`src/rtl/aes_stream_io.sv`:
```
// aes_stream_io
// Word-serial front/back end for a combinational AES-128 encryption core.
// Collects four 32-bit plaintext words, holds them with the registered key
// on the core inputs, waits SETTLE_CYCLES for the core to settle, captures
// the ciphertext and streams it back out as four 32-bit words.
// Word 0 is always bits [127:96] (FIPS-197 byte order).

module aes_stream_io #(
    parameter int unsigned SETTLE_CYCLES = 2
) (
    input  logic         clk,
    input  logic         rst_n,
    input  logic [127:0] key_in,
    input  logic         key_load,
    input  logic [31:0]  s_data,
    input  logic         s_valid,
    output logic         s_ready,
    output logic [31:0]  m_data,
    output logic         m_valid,
    input  logic         m_ready,
    output logic         m_last,
    output logic [127:0] core_in,
    output logic [127:0] core_key,
    input  logic [127:0] core_out,
    output logic         busy
);

    typedef enum logic [1:0] {
        ST_FILL   = 2'd0,
        ST_SETTLE = 2'd1,
        ST_DRAIN  = 2'd2
    } state_t;

    localparam logic [3:0] SETTLE_LOAD = 4'(SETTLE_CYCLES);

    // Select 32-bit word i of a 128-bit block, word 0 being the MSBs.
    function automatic logic [31:0] word_sel(input logic [127:0] blk, input logic [1:0] i);
        logic [31:0] w;
        case (i)
            2'd0:    w = blk[127:96];
            2'd1:    w = blk[95:64];
            2'd2:    w = blk[63:32];
            2'd3:    w = blk[31:0];
            default: w = 32'd0;
        endcase
        return w;
    endfunction

    state_t         state_r;
    state_t         state_s;
    logic [1:0]     wcnt_r;
    logic [3:0]     settle_r;
    logic [1:0]     idx_r;
    logic [127:0]   pt_r;
    logic [127:0]   key_r;
    logic [127:0]   res_r;
    logic [31:0]    m_data_r;
    logic           m_valid_r;
    logic           m_last_r;
    logic           busy_r;

    logic           in_acc_s;
    logic           last_in_s;
    logic           key_acc_s;
    logic           capture_s;
    logic           out_acc_s;
    logic           out_done_s;

    // Handshake and event decode from the current state.
    always_comb begin
        in_acc_s   = 1'b0;
        last_in_s  = 1'b0;
        key_acc_s  = 1'b0;
        capture_s  = 1'b0;
        out_acc_s  = 1'b0;
        out_done_s = 1'b0;
        if (state_r == ST_FILL) begin
            in_acc_s  = s_valid;
            last_in_s = s_valid && (wcnt_r == 2'd3);
            key_acc_s = key_load && (wcnt_r == 2'd0);
        end else if (state_r == ST_SETTLE) begin
            // A zero count can only arise from an illegal parameter; capture
            // anyway so the block cannot lock up.
            capture_s = (settle_r <= 4'd1);
        end else begin
            out_acc_s  = m_valid_r && m_ready;
            out_done_s = m_valid_r && m_ready && (idx_r == 2'd3);
        end
    end

    // Next-state logic.
    always_comb begin
        state_s = state_r;
        case (state_r)
            ST_FILL: begin
                if (last_in_s) begin
                    state_s = ST_SETTLE;
                end else begin
                    state_s = ST_FILL;
                end
            end
            ST_SETTLE: begin
                if (capture_s) begin
                    state_s = ST_DRAIN;
                end else begin
                    state_s = ST_SETTLE;
                end
            end
            ST_DRAIN: begin
                if (out_done_s) begin
                    state_s = ST_FILL;
                end else begin
                    state_s = ST_DRAIN;
                end
            end
            default: state_s = ST_FILL;
        endcase
    end

    // State register.
    always_ff @(posedge clk or negedge rst_n) begin
        if (!rst_n) begin
            state_r <= ST_FILL;
        end else begin
            state_r <= state_s;
        end
    end

    // Input side: word counter, plaintext slots, key register.
    always_ff @(posedge clk or negedge rst_n) begin
        if (!rst_n) begin
            wcnt_r <= 2'd0;
            pt_r   <= 128'd0;
            key_r  <= 128'd0;
        end else begin
            if (key_acc_s) begin
                key_r <= key_in;
            end
            if (in_acc_s) begin
                wcnt_r <= wcnt_r + 2'd1;
                case (wcnt_r)
                    2'd0:    pt_r[127:96] <= s_data;
                    2'd1:    pt_r[95:64]  <= s_data;
                    2'd2:    pt_r[63:32]  <= s_data;
                    2'd3:    pt_r[31:0]   <= s_data;
                    default: pt_r         <= pt_r;
                endcase
            end
        end
    end

    // Settle countdown while the core path resolves.
    always_ff @(posedge clk or negedge rst_n) begin
        if (!rst_n) begin
            settle_r <= 4'd0;
        end else if (last_in_s) begin
            settle_r <= SETTLE_LOAD;
        end else if ((state_r == ST_SETTLE) && (settle_r != 4'd0)) begin
            settle_r <= settle_r - 4'd1;
        end
    end

    // Output side: result capture, word index and registered stream outputs.
    always_ff @(posedge clk or negedge rst_n) begin
        if (!rst_n) begin
            res_r     <= 128'd0;
            idx_r     <= 2'd0;
            m_data_r  <= 32'd0;
            m_valid_r <= 1'b0;
            m_last_r  <= 1'b0;
        end else if (capture_s) begin
            res_r     <= core_out;
            idx_r     <= 2'd0;
            m_data_r  <= word_sel(core_out, 2'd0);
            m_valid_r <= 1'b1;
            m_last_r  <= 1'b0;
        end else if (out_done_s) begin
            idx_r     <= 2'd0;
            m_valid_r <= 1'b0;
            m_last_r  <= 1'b0;
        end else if (out_acc_s) begin
            idx_r    <= idx_r + 2'd1;
            m_data_r <= word_sel(res_r, idx_r + 2'd1);
            m_last_r <= ((idx_r + 2'd1) == 2'd3);
        end
    end

    // Busy flag tracks the non-FILL states.
    always_ff @(posedge clk or negedge rst_n) begin
        if (!rst_n) begin
            busy_r <= 1'b0;
        end else begin
            busy_r <= (state_s != ST_FILL);
        end
    end

    // s_ready is gated by rst_n so it is low for the whole reset interval.
    assign s_ready  = rst_n && (state_r == ST_FILL);
    assign m_data   = m_data_r;
    assign m_valid  = m_valid_r;
    assign m_last   = m_last_r;
    assign core_in  = pt_r;
    assign core_key = key_r;
    assign busy     = busy_r;

endmodule
```
`config.mk`:
```
export PLATFORM = sky130hd
export DESIGN_NAME = aes_stream_io
export DESIGN_NICKNAME = d
export VERILOG_FILES = /design/src/rtl/aes_stream_io.sv
export SDC_FILE = /design/constraint.sdc
export NUM_CORES = 1
export LEC_CHECK = 0
export BUFFER_PORTS_ARGS = -buffer_cell sky130_fd_sc_hd__buf_2
export CELL_PAD_IN_SITES_DETAIL_PLACEMENT = 1
export CELL_PAD_IN_SITES_GLOBAL_PLACEMENT = 1
export CORE_AREA = 2 2 225 227
export DETAILED_ROUTE_END_ITERATION = 12
export DIE_AREA = 0 0 227 229
export PLACE_DENSITY_LB_ADDON = 0.1
export SLEW_MARGIN = 15
export SYNTH_ARGS = -nofsm -noshare
export SYNTH_HDL_FRONTEND = slang
export SYNTH_SLANG_ARGS = --single-unit
```
`constraint.sdc`:
```
create_clock -name clk -period 5.2 [get_ports clk]
set_input_delay 0.26 -clock clk [delete_from_list [all_inputs] [get_ports clk]]
set_output_delay 0.26 -clock clk [all_outputs]
set_load 0.05 [all_outputs]
```
### Word level (Yosys, flattened, before mapping)

Cells that the tools add are included.
Widths: inputs -> output; s select.

| storage, ports and cells | value |
|---|---|
| word-level logic and storage cells | 75 |
| input bits | 293 |
| output and inout port bits | 292 |
| bits in registers | 429 |

| operators by class | value |
|---|---|
| magnitude comparators | 1 |
| muxes and demuxes | 27 |
| reductions and logical operators | 20 |
| eq/ne operators | 10 |
| add/subtract/negate cells | 3 |

Operator list:

| kind | number |
|---|---|
| $pmux 32 s4 | 1 |
| $mux 32 | 3 |
| $mux 1 | 15 |
| $eq 2x2->1 const B | 6 |
| $mux 2 | 5 |
| $reduce_and 2->1 | 5 |
| $mux 4 | 2 |
| $reduce_bool 2->1 | 4 |
| $eq 2x1->1 const B | 3 |
| $logic_and 1x1->1 | 6 |
| $logic_not 2->1 | 3 |
| $pmux 2 s3 | 1 |
| $add 2x1->2 const B | 2 |
| $le 4x1->1 const B | 1 |
| $reduce_bool 4->1 | 1 |
| $sub 4x1->4 const B | 1 |
| $reduce_bool 3->1 | 1 |
| $ne 2x2->1 const B | 1 |

### Depth between registers and ports, before layout

| depth | value |
|---|---|
| depth after elaboration | 7 |
| mapped depth | 9 |

### Least setup slack after synthesis

OpenSTA, ideal clock, no wires.

| timing path | value |
|---|---|
| path type | register to register |
| start point | register settle_r[0] |
| end point | register res_r[0] |
| path slack | 3.381 ns |
| stages on the path, launching flop included | 10 |
| data required time | 5.083 ns |
| setup time | 0.117 ns |
| period minus slack after synthesis | 1.819 ns |
| arrival | 1.702 ns |
| cells stage by stage | dfrtp_1 -> inv_1 -> ha_1 -> nor2_1 -> or4_1 -> clkbuf_1 -> buf_2 -> buf_2 -> nand2_1 -> nand2_1 |

| between the ends | value |
|---|---|
| word-level cells in the longest chain between the ends | 3 |

RTL lines:

| item | line | RTL |
|---|---|---|
| start, declared | 52 | `logic [3:0] settle_r;` |
| start signal, assigned | 159 | `settle_r <= settle_r - 4'd1;` |
| $le 4x1->1 | 84 | `capture_s = (settle_r <= 4'd1);` |
| $mux 1 | 81 | `end else if (state_r == ST_SETTLE) begin` |
| $mux 1 | 77 | `if (state_r == ST_FILL) begin` |
| end signal, assigned | 172 | `res_r <= core_out;` |
| end, declared | 56 | `logic [127:0] res_r;` |

Every way passes these cells.
A chain may end at the register's enable or synchronous reset.

### Worst setup path in the final report

| timing path | value |
|---|---|
| start point | register state_r[1] |
| end point | register pt_r[33] (netlist: core_in[33]) |

| between the ends | value |
|---|---|
| word-level cells in the longest chain between the ends | 3 |

RTL lines:

| item | line | RTL |
|---|---|---|
| start, declared | 49 | `state_t state_r;` |
| start signal, assigned | 125 | `state_r <= state_s;` |
| $logic_not 2->1 | 77 |  |
| $mux 1 | 77 |  |
| $reduce_and 2->1 (no line) | n/a |  |
| end signal, assigned | 144 | `2'd2: pt_r[63:32] <= s_data;` |
| end signal, assigned | 146 | `default: pt_r <= pt_r;` |
| end, declared | 54 | `logic [127:0] pt_r;` |

Every way passes these cells.

==> summary.md <==
| Metric | Value |
|---|---|
| Final hold vios | `0` |
| Switching pwr | `9.03 mW` |
| Crit-path max cell delay | `870 ps` |
| Synth area leader | `dfrtp_1` |
| Filler instances | `5553` |
| Cells after synthesis | `1513` |
| Final nets | `2667` |
| Final clock period utilization by the worst path | `0.500` |
| Met3 Usage GRT | `0.0623` |
| Slowest-stage cell, CP | `and3_1` |
| Count of pins over their slew limit | `0` |
| Area fraction in compound gates after synthesis | `0.0575` |
| Initial Util | `0.348` |
| Mapped Area | `17300 sq um` |
| Simple-Gate Fraction of Synth Area | `0.133` |
| Global routing usage on met2 | `0.429` |
| Drc violations | `0` |
| Worst r2r path cells | `4` |
| Most used routing layer | `met2` |
| Adder-cell area share of the yosys netlist | `0.00869` |
| Initial antenna violation count | `11` |
| HPWL after DPL | `41000 um` |
| Worst Path Required | `5650 ps` |
| Clock Latency Late Sink | `570 ps` |
| Aggregate global-route resource usage | `0.242` |
| Total number of vias | `14627` |
| Commonest cells post-synth | `nand2_1, dfrtp_1, mux2_2, a21oi_1, nor2_1` |
| Setup Viol. Count Final | `0` |
| Post-route minimum period | `2600 ps` |
| CTS sink cnt | `429` |
| Design Power | `18.6 mW` |
| Share of cells above drive strength 1 | `0.376` |
| Post-synth EDFFs | `0` |
| Main flop type after synthesis | `dfrtp_1` |
| CTS clk-pin slew, worst paths | `60 ps` |
| Fin util | `0.509` |
| Switching part of the total | `0.485` |
| Worst setup SP type | `flop` |
| Die W | `227 um` |
| Yosys warnings | `0` |
| Routability congestion estimate | `0.810` |
| Peak VDD IR | `0.000516 V` |
| Core box area | `49700 sq um` |
| Post-Synth XOR/XNOR Area | `0.00101` |
| Max Cap Violations | `0` |
| Post-Synthesis Net Count | `1818` |
| P&R area growth vs syn | `46.3%` |
| Avg Synthesized Cell Area | `11.4 sq um` |
| Combinational fraction of design power | `0.496` |
| Gr ovfl total | `0` |
| Hold Crit Class | `in2reg` |
| CTS max path bufs | `3` |
| CTS tree | `done` |
| CP Capture Type | `flop` |
| Cell breakdown of the critical path | `nor2_1, and3_1, buf_4, mux2_2` |
| Cts bufs inserted | `48` |
| Vias in the first global route | `16492` |
| Pint | `9.59 mW` |
| Die Y | `229 um` |
| Vias/cell | `4.75` |
| Mux cell area share after synthesis | `0.149` |
| Mean routed wirelength per cell | `20.7 um` |
| Largest family of logic cells by synthesized area | `multiplexers` |
| Post-synthesis register bit count | `429` |
| GRT met1 Usage | `0.278` |
| Fmax | `0.384 GHz` |
| Hold Path Depth | `3` |
| 1st-pass router iterations | `4` |
| Pleak | `12.5 nW` |
| Worst-case clock skew | `13.3 ps` |
| Htree depth | `2` |
| Sequential Power Share | `0.322` |
| Initial DRC Count | `585` |
| Largest net degree at the start of global routing | `156` |
| RSZ-0062 raised after global routing | `no` |
| Largest fanout on the critical path | `17` |
| Yosys top cell area share | `0.622` |
| Seq/Total Area, Yosys | `0.622` |
| First-pass GRT wire length | `97000 um` |
| Num ports | `585` |
| Final ANT Viol Nets | `0` |
| Final wirelength | `63700 um` |
| Crit path arrival time | `3050 ps` |
| Post-synth cell types | `32` |
| Top-count cell post-synth | `nand2_1` |
| Tightest Pin Transition | `974 ps` |
| Ys async rst share | `1.00` |
| Setup TNS | `0 ps` |
| Post-CTS setup buffer count | `0` |
| P per Cell Area | `737 nW/um^2` |
| Site row count | `82` |
| Slew HR | `0.350` |
| DIE AREA | `52000 sq um` |
| Number of port buffers | `584` |
| Clock share of power | `0.182` |
| Status | `finished, final reports clean` |
| Root Buffer | `clkbuf_16` |
| Ranking of synthesized cells by area | `dfrtp_1, mux2_2, nand2_1, a21oi_1, a22oi_1` |
| CP Class | `reg2reg` |
==> cell families after synthesis <==
| family | count (synthesis) |
|---|---|
| compound gates | 165 |
| flops | 429 |
| simple gates | 577 |
| mux | 229 |
| xor+xnor | 2 |
| buf+inv | 99 |
| fa+ha+maj | 12 |
==> worst max-delay path, delay by kind of cell (launching register included) <==
kind,cells,cell delay [ps]
and+or+nand+nor,2,1250
DFF,1,440
buffers and inverters,1,420
muxes,1,370
==> repair_timing <==
item,CTS,global route
endpoints found under the hold margin,496,0
hold buffers,289,0
endpoints found under the setup margin,0,0
resized for setup,0,0
==> power by group through the flow <==
stage               Sequential (mW)  Clock, mW  Combinational (mW)
floorplan                      9.88          0                2.60
finish                         6.00       3.40                9.22
global placement               5.92          0                8.92
detailed placement             5.99          0                9.05
global route                   6.21       3.62                9.77
CTS                            5.96       3.50                9.25
==> final timing paths <==
path / startpoint / to / slack (ps)
max: state_r[1] / core_in[33] / 2600
min: s_valid / wcnt_r[0] / 50
max reg2reg: state_r[1] / core_in[33] / 2600
min reg2reg: res_r[123] / res_r[123] / 470
max in group asynchronous: rst_n / core_key[71] / 3540
min in group asynchronous: rst_n / m_data[29] / 290
==> cell usage in the layout (no fill, tap or decap), types with 2 or more instances in the layout <==
cell and count:
a21oi_1 98, buf_2 583, buf_4 14, mux2_1 6, and3_1 4, dfrtp_1 429, mux2i_1 4, a22oi_1 33
diode_2 10, a211oi_1 32, buf_12 4, bufinv_16 3, clkinv_2 11, nand2_1 488, nor2b_1 32, nand3_1 2
mux2_2 219, clkbuf_16 49, ha_1 11, clkbuf_1 11, nor2_1 40, inv_1 6, xnor2_1 2, dlygate4sd3_1 289
clkbuf_8 10
==> final cells by class <==
cell class	instances	area, sq um	share of cell area
diodes	10	25.0	0.000990
clock buffers	70	1410	0.0556
clock inverters	14	145	0.00574
inverters	6	22.5	0.000891
multi-input cells	985	6060	0.240
flip-flops and latches	429	10700	0.425
well taps	672	841	0.0333
repair buffers	892	6040	0.239
==> metal layers <==
metal  share of wire  vias up
li1                -     6724
met1            0.39     7348
met2            0.50      445
met3           0.069      108
met4           0.034        2
met5         0.00011        -
==> metrics by stage <==
step                      cells  hold slack [ps]  setup slack [ps]  area, sq um
final                      3078             46.0              2600        25300
after detailed placement   2694              319              2310        20800
after global placement     2694              326              2410        20800
after global routing       3075             37.9              2420        25300
after floorplan            1513            -35.6              3380        17300
after CTS                  3067             2.57              2270        25200
==> registers in the layout, indices dropped and copies added, names as in the netlist <==
name,cells
settle_r,4
m_last,1
m_valid,1
idx_r,2
core_in,128
busy,1
wcnt_r,2
core_key,128
state_r,2
res_r,128
m_data,32
No activity file was read; power rests on OpenSTA's default activity.
